--- config.mk ---
export PLATFORM = sky130hd
export DESIGN_NAME = pipe_stall_ctrl
export DESIGN_NICKNAME = d
export VERILOG_FILES = /design/src/rtl/pipe_ctrl_pkg.sv /design/src/rtl/md_busy_timer.sv /design/src/rtl/pipe_stall_ctrl.sv
export SDC_FILE = /design/constraint.sdc
export NUM_CORES = 1
export LEC_CHECK = 0
export ABC_AREA = 1
export CAP_MARGIN = 20
export CORE_UTILIZATION = 36
export CTS_CLUSTER_DIAMETER = 50
export DETAILED_ROUTE_END_ITERATION = 12
export HOLD_SLACK_MARGIN = 0.08
export PLACE_DENSITY = 0.81
export SLEW_MARGIN = 20
export SYNTH_ARGS = -nofsm -noshare
export SYNTH_HDL_FRONTEND = slang
export SYNTH_HIERARCHICAL = 1
export SYNTH_SLANG_ARGS = --single-unit
--- constraint.sdc ---
create_clock -name clk -period 1.45 [get_ports clk]
set_input_delay 0.29 -clock clk [delete_from_list [all_inputs] [get_ports clk]]
set_output_delay 0.29 -clock clk [all_outputs]
set_load 0.02 [all_outputs]
--- src/rtl/pipe_ctrl_pkg.sv ---
// Shared types and constants for the pipeline stall sequencer.
package pipe_ctrl_pkg;

  typedef enum logic {
    ST_RUN     = 1'b0,
    ST_MD_BUSY = 1'b1
  } md_state_e;

  localparam int          MDU_CYCLES_DEF = 32;
  localparam logic [4:0]  REG_ZERO       = 5'd0;

endpackage

--- src/rtl/md_busy_timer.sv ---
// Mul/div busy timer: tracks MDU occupancy and pulses done on the first idle cycle.
module md_busy_timer
  import pipe_ctrl_pkg::*;
#(
  parameter int MDU_CYCLES = MDU_CYCLES_DEF,
  parameter int CNT_W      = 6
) (
  input  logic clk,
  input  logic clrn,
  input  logic start,
  output logic busy,
  output logic done
);

  localparam logic [CNT_W-1:0] CNT_LOAD = CNT_W'(MDU_CYCLES - 1);

  md_state_e        state_q, state_d;
  logic [CNT_W-1:0] cnt_q, cnt_d;
  logic             done_q, done_d;

  always_ff @(posedge clk or negedge clrn) begin
    if (!clrn) begin
      state_q <= ST_RUN;
      cnt_q   <= '0;
      done_q  <= 1'b0;
    end else begin
      state_q <= state_d;
      cnt_q   <= cnt_d;
      done_q  <= done_d;
    end
  end

  // The counter runs regardless of memory wait states; the MDU is independent.
  always_comb begin
    state_d = state_q;
    cnt_d   = cnt_q;
    done_d  = 1'b0;
    case (state_q)
      ST_RUN: begin
        if (start) begin
          state_d = ST_MD_BUSY;
          cnt_d   = CNT_LOAD;
        end
      end
      ST_MD_BUSY: begin
        if (cnt_q == '0) begin
          state_d = ST_RUN;
          done_d  = 1'b1;
        end else begin
          cnt_d = cnt_q - CNT_W'(1);
        end
      end
      default: state_d = ST_RUN;
    endcase
  end

  assign busy = (state_q == ST_MD_BUSY);
  assign done = done_q;

endmodule

--- src/rtl/pipe_stall_ctrl.sv ---
// Hazard/stall sequencer for the 5-stage pipeline: enables, bubbles, flushes, MDU interlock.
// Optional macro STALL_PERF_EN builds the stall_cycles performance counter.
module pipe_stall_ctrl
  import pipe_ctrl_pkg::*;
#(
  parameter int MDU_CYCLES = MDU_CYCLES_DEF,
  parameter int CNT_W      = 6
) (
  input  logic        clk,
  input  logic        clrn,
  input  logic [4:0]  id_rs,
  input  logic [4:0]  id_rt,
  input  logic        id_use_rs,
  input  logic        id_use_rt,
  input  logic        ex_wreg,
  input  logic        ex_m2reg,
  input  logic [4:0]  ex_rn,
  input  logic        id_md_start,
  input  logic        id_md_use,
  input  logic        br_taken,
  input  logic        mem_wait,
  output logic        pc_en,
  output logic        ifid_en,
  output logic        idex_en,
  output logic        exmem_en,
  output logic        memwb_en,
  output logic        id_bubble,
  output logic        ifid_flush,
  output logic        md_busy,
  output logic        md_done,
  output logic [31:0] stall_cycles
);

  logic load_use;
  logic md_hazard;
  logic id_stall;
  logic md_start;

  assign load_use = ex_wreg & ex_m2reg & (ex_rn != REG_ZERO) &
                    ((id_use_rs & (ex_rn == id_rs)) | (id_use_rt & (ex_rn == id_rt)));
  assign md_hazard = md_busy & (id_md_use | id_md_start);
  assign id_stall  = load_use | md_hazard;
  assign md_start  = ~md_busy & id_md_start & ~mem_wait & ~load_use;

  md_busy_timer #(
    .MDU_CYCLES (MDU_CYCLES),
    .CNT_W      (CNT_W)
  ) u_md_timer (
    .clk   (clk),
    .clrn  (clrn),
    .start (md_start),
    .busy  (md_busy),
    .done  (md_done)
  );

  // A memory wait freezes the whole pipe; an ID stall freezes only PC and IF/ID.
  always_comb begin
    pc_en      = 1'b1;
    ifid_en    = 1'b1;
    idex_en    = 1'b1;
    exmem_en   = 1'b1;
    memwb_en   = 1'b1;
    id_bubble  = 1'b0;
    ifid_flush = 1'b0;
    if (mem_wait) begin
      pc_en    = 1'b0;
      ifid_en  = 1'b0;
      idex_en  = 1'b0;
      exmem_en = 1'b0;
      memwb_en = 1'b0;
    end else if (id_stall) begin
      pc_en     = 1'b0;
      ifid_en   = 1'b0;
      id_bubble = 1'b1;
    end else begin
      ifid_flush = br_taken;
    end
  end

`ifdef STALL_PERF_EN
  logic [31:0] stall_q;

  always_ff @(posedge clk or negedge clrn) begin
    if (!clrn) begin
      stall_q <= 32'd0;
    end else if (!pc_en) begin
      stall_q <= stall_q + 32'd1;
    end
  end

  assign stall_cycles = stall_q;
`else
  assign stall_cycles = 32'd0;
`endif

endmodule

; Yosys cells after proc, flatten, opt, wreduce, memory -nomap -nowiden
; Index checks and enable logic that the tools add are counted.
[totals]
reg_bits = 8
inputBits = 25
out_inout_bits = 41
elab_cells = 41
[op_classes]
add_sub_neg = 1
n_eq_ne = 4
muxes = 15
bitwise_logic = 15
n_reduce_logical = 3
[op_table]
columns = operator, n
row1 = $mux W6, 2
row2 = $pmux W6 S2, 1
row3 = $mux W1, 11
row4 = $eq A5 B5 Y1, 2
row5 = $and A1 B1 Y1, 9
row6 = $logic_not A6 Y1, 1
row7 = $sub A6 B1 Y6 const B, 1
row8 = $reduce_bool A5 Y1, 1
row9 = $ne A2 B2 Y1 const B, 2
row10 = $not A1 Y1, 3
row11 = $or A1 B1 Y1, 3
row12 = $pmux W1 S2, 1
row13 = $reduce_and A2 Y1, 1

; Depth between registers and ports, before layout
[depth]
word_depth = 8
depth_mapped = 13
mapped_depth_nobuf = 13

; Hierarchy
; Netlist, hierarchy kept.
[modules_own_cells]
columns = module, n_inst, cells_each, area_per_inst_um2, seq_area_each_um2
row1 = pipe_stall_ctrl, 1, 102, 536.8, 0.0
row2 = md_busy_timer, 1, 56, 461.7, 200.2

; Worst setup path before layout
; No wires, ideal clock.
[synth_timing]
path_kind = in2out
start = input ex_rn[2]
end = output pc_en
arrival_time_ns = 1.250
required_ns = 1.160
path_slack_ns = -0.090
cell_stages = 10
path_buffers = 1
path_cell_list = inv_2 > nand2_1 > nand2_1 > nor2_2 > nand3_1 > nand2_1 > nand2_2 > nand2_1 > nor2_1 > buf_4
[synth_between]
elab_chain_cells = 7
elab_cells_between_ends = 11
classes_between = 2 x eq/ne / 2 x mux / 6 x bitwise / 1 x reduce/logical
[synth_rtl]
columns = item, line
row1 = "start, declared", pipe_stall_ctrl.sv:17  ; input logic [4:0] ex_rn,
row2 = $eq A5 B5 Y1, pipe_stall_ctrl.sv:40  ; ((id_use_rs & (ex_rn == id_rs)) | (id_use_rt & (ex_rn == id_rt)));
row3 = $and A1 B1 Y1, pipe_stall_ctrl.sv:40
row4 = $or A1 B1 Y1, pipe_stall_ctrl.sv:40
row5 = $and A1 B1 Y1 (*), pipe_stall_ctrl.sv:39  ; assign load_use = ex_wreg & ex_m2reg & (ex_rn != REG_ZERO) &
row6 = $or A1 B1 Y1 (*), pipe_stall_ctrl.sv:42  ; assign id_stall = load_use | md_hazard;
row7 = $mux W1 (*) (2 in a row), -
row8 = "end, declared", pipe_stall_ctrl.sv:22  ; output logic pc_en,
; Every way passes the cells marked *; elsewhere a longest branch is shown, timed or not.

; Worst setup path after layout
[layout_timing]
start = input ex_rn[0]
end = output ifid_en
[layout_between]
elab_chain_cells = 7
elab_cells_between_ends = 11
classes_between = 2 x eq/ne / 2 x mux / 6 x bitwise / 1 x reduce/logical
[layout_rtl]
columns = item, line
row1 = $eq A5 B5 Y1, pipe_stall_ctrl.sv:40
row2 = $and A1 B1 Y1, pipe_stall_ctrl.sv:40
row3 = $or A1 B1 Y1, pipe_stall_ctrl.sv:40
row4 = $and A1 B1 Y1 (*), pipe_stall_ctrl.sv:39
row5 = $or A1 B1 Y1 (*), pipe_stall_ctrl.sv:42
row6 = $mux W1 (*), pipe_stall_ctrl.sv:71  ; end else if (id_stall) begin
row7 = $mux W1 (*), pipe_stall_ctrl.sv:65  ; if (mem_wait) begin
row8 = "end, declared", pipe_stall_ctrl.sv:23  ; output logic ifid_en,
; Marked as above.

==> out/results.tsv <==
stage	metric	value	unit
status	status	complete, no violations	
power_and_ir_drop	p_int	899.1	µW
clocking	cts_sinks	8	
route	post-route-drc-count	0	
worst_setup_path	crit_start	ex_rn[0]	
worst_setup_path	cpPeakStageDelay	0.13	ns
floorplanning	dieArea	0.002988	mm²
synth	syn_avg_cell_area	6.319	µm²
route	firstDrtPassIters	4	
worst_setup_path	arrival	1.16	ns
worst_setup_path	timing.critical_path.cells	buf_6 -> nor2_1 -> nand4_1 -> nand3_2 -> inv_2 -> nand2_4 -> nand2_4 -> nor2_4 -> buf_6	
worst_setup_path	reg2reg_from	u_md_timer/busy	
final_layout	drive_above_1_share	0.3897	
clocking	root_buffer	clkbuf_4	
synth	ys_seq_area_frac	0.2005	
worst_setup_path	required	1.16	ns
worst_setup_path	path_buf_inv	3	
global_route	grt_max_degree	11	
power_and_ir_drop	power_density	1242	mW/mm²
route	num_vias	946	
worst_setup_path	cp.depth	9	
final_layout	diodes	0	
power_and_ir_drop	swShare	0.4683	
floorplanning	start_util	0.3923	
sta	setup_viol	0	
worst_setup_path	slowest_stage	nor2_4	
sta	rsz0062_at_grt	true	
worst_setup_path	worst_r2r_endpoint	u_md_timer/cnt_q[1]	
clocking	cts_tree	done	
power_and_ir_drop	peakVddDrop	1065	µV
synth	ys_ff_latch	8	
worst_setup_path	worst_setup_path_end_kind	primary output	
power_and_ir_drop	power_leakage	0.7937	nW
job	cap_violations	0	
power_and_ir_drop	power.switching	791.8	µW
sta	holdWs	0.3193	ns
final_layout	seqCellArea	200.2	µm²
route	routed_via_density	4.204	
synth	synthArstFlopShare	1.000	
final_layout	final_cell_mix	nand2_1 (33), conb_1 (32), nand2_2 (14)	
sta	fin_crit	1.446	ns
worst_setup_path	endpoint	ifid_en	
final_layout	area_delta_synth_final	36.34	%
final_layout	multi_input_area	639.4	µm²
worst_setup_path	reg2reg_depth	8	
worst_setup_path	worstPathMaxFanout	4	
clocking	cts_max_level	1	
clocking	clock_path_buffers	2	
min_path	hp-class	in2async	
global_route	track_usage	0.1378	
route	wirelength	2.101	mm
final_layout	final_nets	224	
synth	yosysWarnings	6	
floorplanning	die_w	54.67	µm
sta	fin_skew	0.0004195	ns
floorplanning	coreArea	0.002545	mm²
worst_setup_path	worstSetupPathType	in2out	
synth	ys_types	20	
final_layout	fillCellCount	244	
power_and_ir_drop	combPwrFrac	0.663	
global_route	antenna_found_initial	0	
placed_design	hpwl	1.509	mm
global_route	grt_pass1_vias	741	
worst_setup_path	r2r_slack	0.03	ns
sta	fmax	691.7	MHz
clocking	cts.reportedPaths.clkPinSlew	0.05	ns
synth	syn_area	998.5	µm²
route	drtAntennaViolNets	0	
global_route	grt_first_pass_wirelength	2.960	mm
clocking	numCtsBuffers	3	
clocking	insertion_delay	0.25	ns
route	first_iter_violations	15	
global_route	overflow	0	
floorplanning	core.rowCount	18	
route	wl_per_cell	9.338	µm
sta	fin_tns_setup	0	ns
placed_design	gp_congestion	0.7335	
floorplanning	die_y	54.67	µm
synth	synth_enable_flop_cells	0	
floorplanning	boundaryPins	66	
worst_setup_path	crit_family	simple AND/OR/NAND/NOR gates	
power_and_ir_drop	clkPwrFrac	0.100	
final_layout	final_common_cell	nand2_1	
worst_setup_path	cp-start-kind	input port	
synth	ys.flop_type	dfrtp_1	
sta	period_share	0.9970	
power_and_ir_drop	p_seq_frac	0.238	
synth	synthCells	158	
sta	hold_violations	0	
sta	finalMaxSlewViolations	0	
placed_design	io_buffers	33	
==> metal layers <==
layer  track usage  vias up  wire length [µm]
met5             0        -                 0
met1        0.1527      413               803
met4       0.05128        0                 0
met2        0.2550       42              1159
li1              -      491                 -
met3       0.02500        0               138
==> state kept, by name, summed over array words and instances, names as in the netlist <==
signal            cells
u_md_timer/done       1
u_md_timer/cnt_q      6
u_md_timer/busy       1
==> through the flow <==
step / total power, mW / cells / utilization / instance area (µm²) / setup slack (ns)
floorplan: 1.194 / 189 / - / 1117 / 0.02431
finish: 1.691 / 225 / 0.5349 / 1361 / 0.004280
CTS: 1.627 / 225 / 0.4956 / 1261 / 0.002191
global placement: 1.366 / 218 / 0.4818 / 1226 / -0.8944
global route: 1.860 / 225 / 0.5349 / 1361 / -0.06147
detailed placement: 1.389 / 218 / 0.4818 / 1226 / -0.8967
==> synth_stat cells, types with 2 or more instances <==
cell type	count	area, µm²
nand3_1	10	50.05
inv_2	6	22.52
dfrtp_1	8	200.2
buf_4	36	270.3
nor2_2	6	37.54
nand4_1	3	18.77
nand2_1	48	180.2
inv_1	15	56.30
nor2_1	12	45.04
o21ai_2	3	26.28
ha_1	2	25.02
==> cell families after synthesis <==
| family | after synthesis | share of synthesized area |
|---|---|---|
| AND/OR/NAND/NOR | 83 | 0.3684 |
| buffers and inverters | 58 | 0.3609 |
| flip-flops | 8 | 0.2005 |
| AO/OA/AOI/OAI | 6 | 0.04134 |
| adder cells (fa/ha/maj) | 2 | 0.02506 |
| other | 1 | 0.003756 |
==> how the worst min path moves through the flow <==
stage                                   start             endpoint  cells after the start
after global routing                     clrn      u_md_timer/busy                      1
after global placement    u_md_timer/cnt_q[5]  u_md_timer/cnt_q[5]                      2
final                                    clrn  u_md_timer/cnt_q[4]                      1
after detailed placement  u_md_timer/cnt_q[5]  u_md_timer/cnt_q[5]                      2
after CTS                                clrn      u_md_timer/busy                      1
after floorplan                          clrn      u_md_timer/busy                      0
==> power groups by stage <==
| stage | combinational (mW) | sequential (mW) | clock [mW] |
|---|---|---|---|
| 5_1_grt | 1.26 | 0.410 | 0.192 |
| 3_3_place_gp | 0.968 | 0.398 | 0 |
| 2_1_floorplan | 0.789 | 0.406 | 0 |
| 6_report | 1.12 | 0.402 | 0.169 |
| 4_1_cts | 1.04 | 0.400 | 0.183 |
| 3_5_place_dp | 0.987 | 0.402 | 0 |
==> final cells by class <==
| type | instances | share of cell area |
|---|---|---|
| Inverter | 21 | 0.06893 |
| Multi-Input combinational cell | 123 | 0.4697 |
| Tap cell | 30 | 0.02757 |
| Clock buffer | 3 | 0.01654 |
| Sequential cell | 8 | 0.1471 |
| Timing Repair Buffer | 40 | 0.2702 |
==> what timing repair did <==
action | CTS | global route
buffers inserted | 4 | 0
endpoints found under the setup margin | 16 | 11
gates resized for setup | 112 | 38
hold buffers | 0 | 0
pin swaps | 28 | 24
No activity file was read; power rests on OpenSTA's default activity.
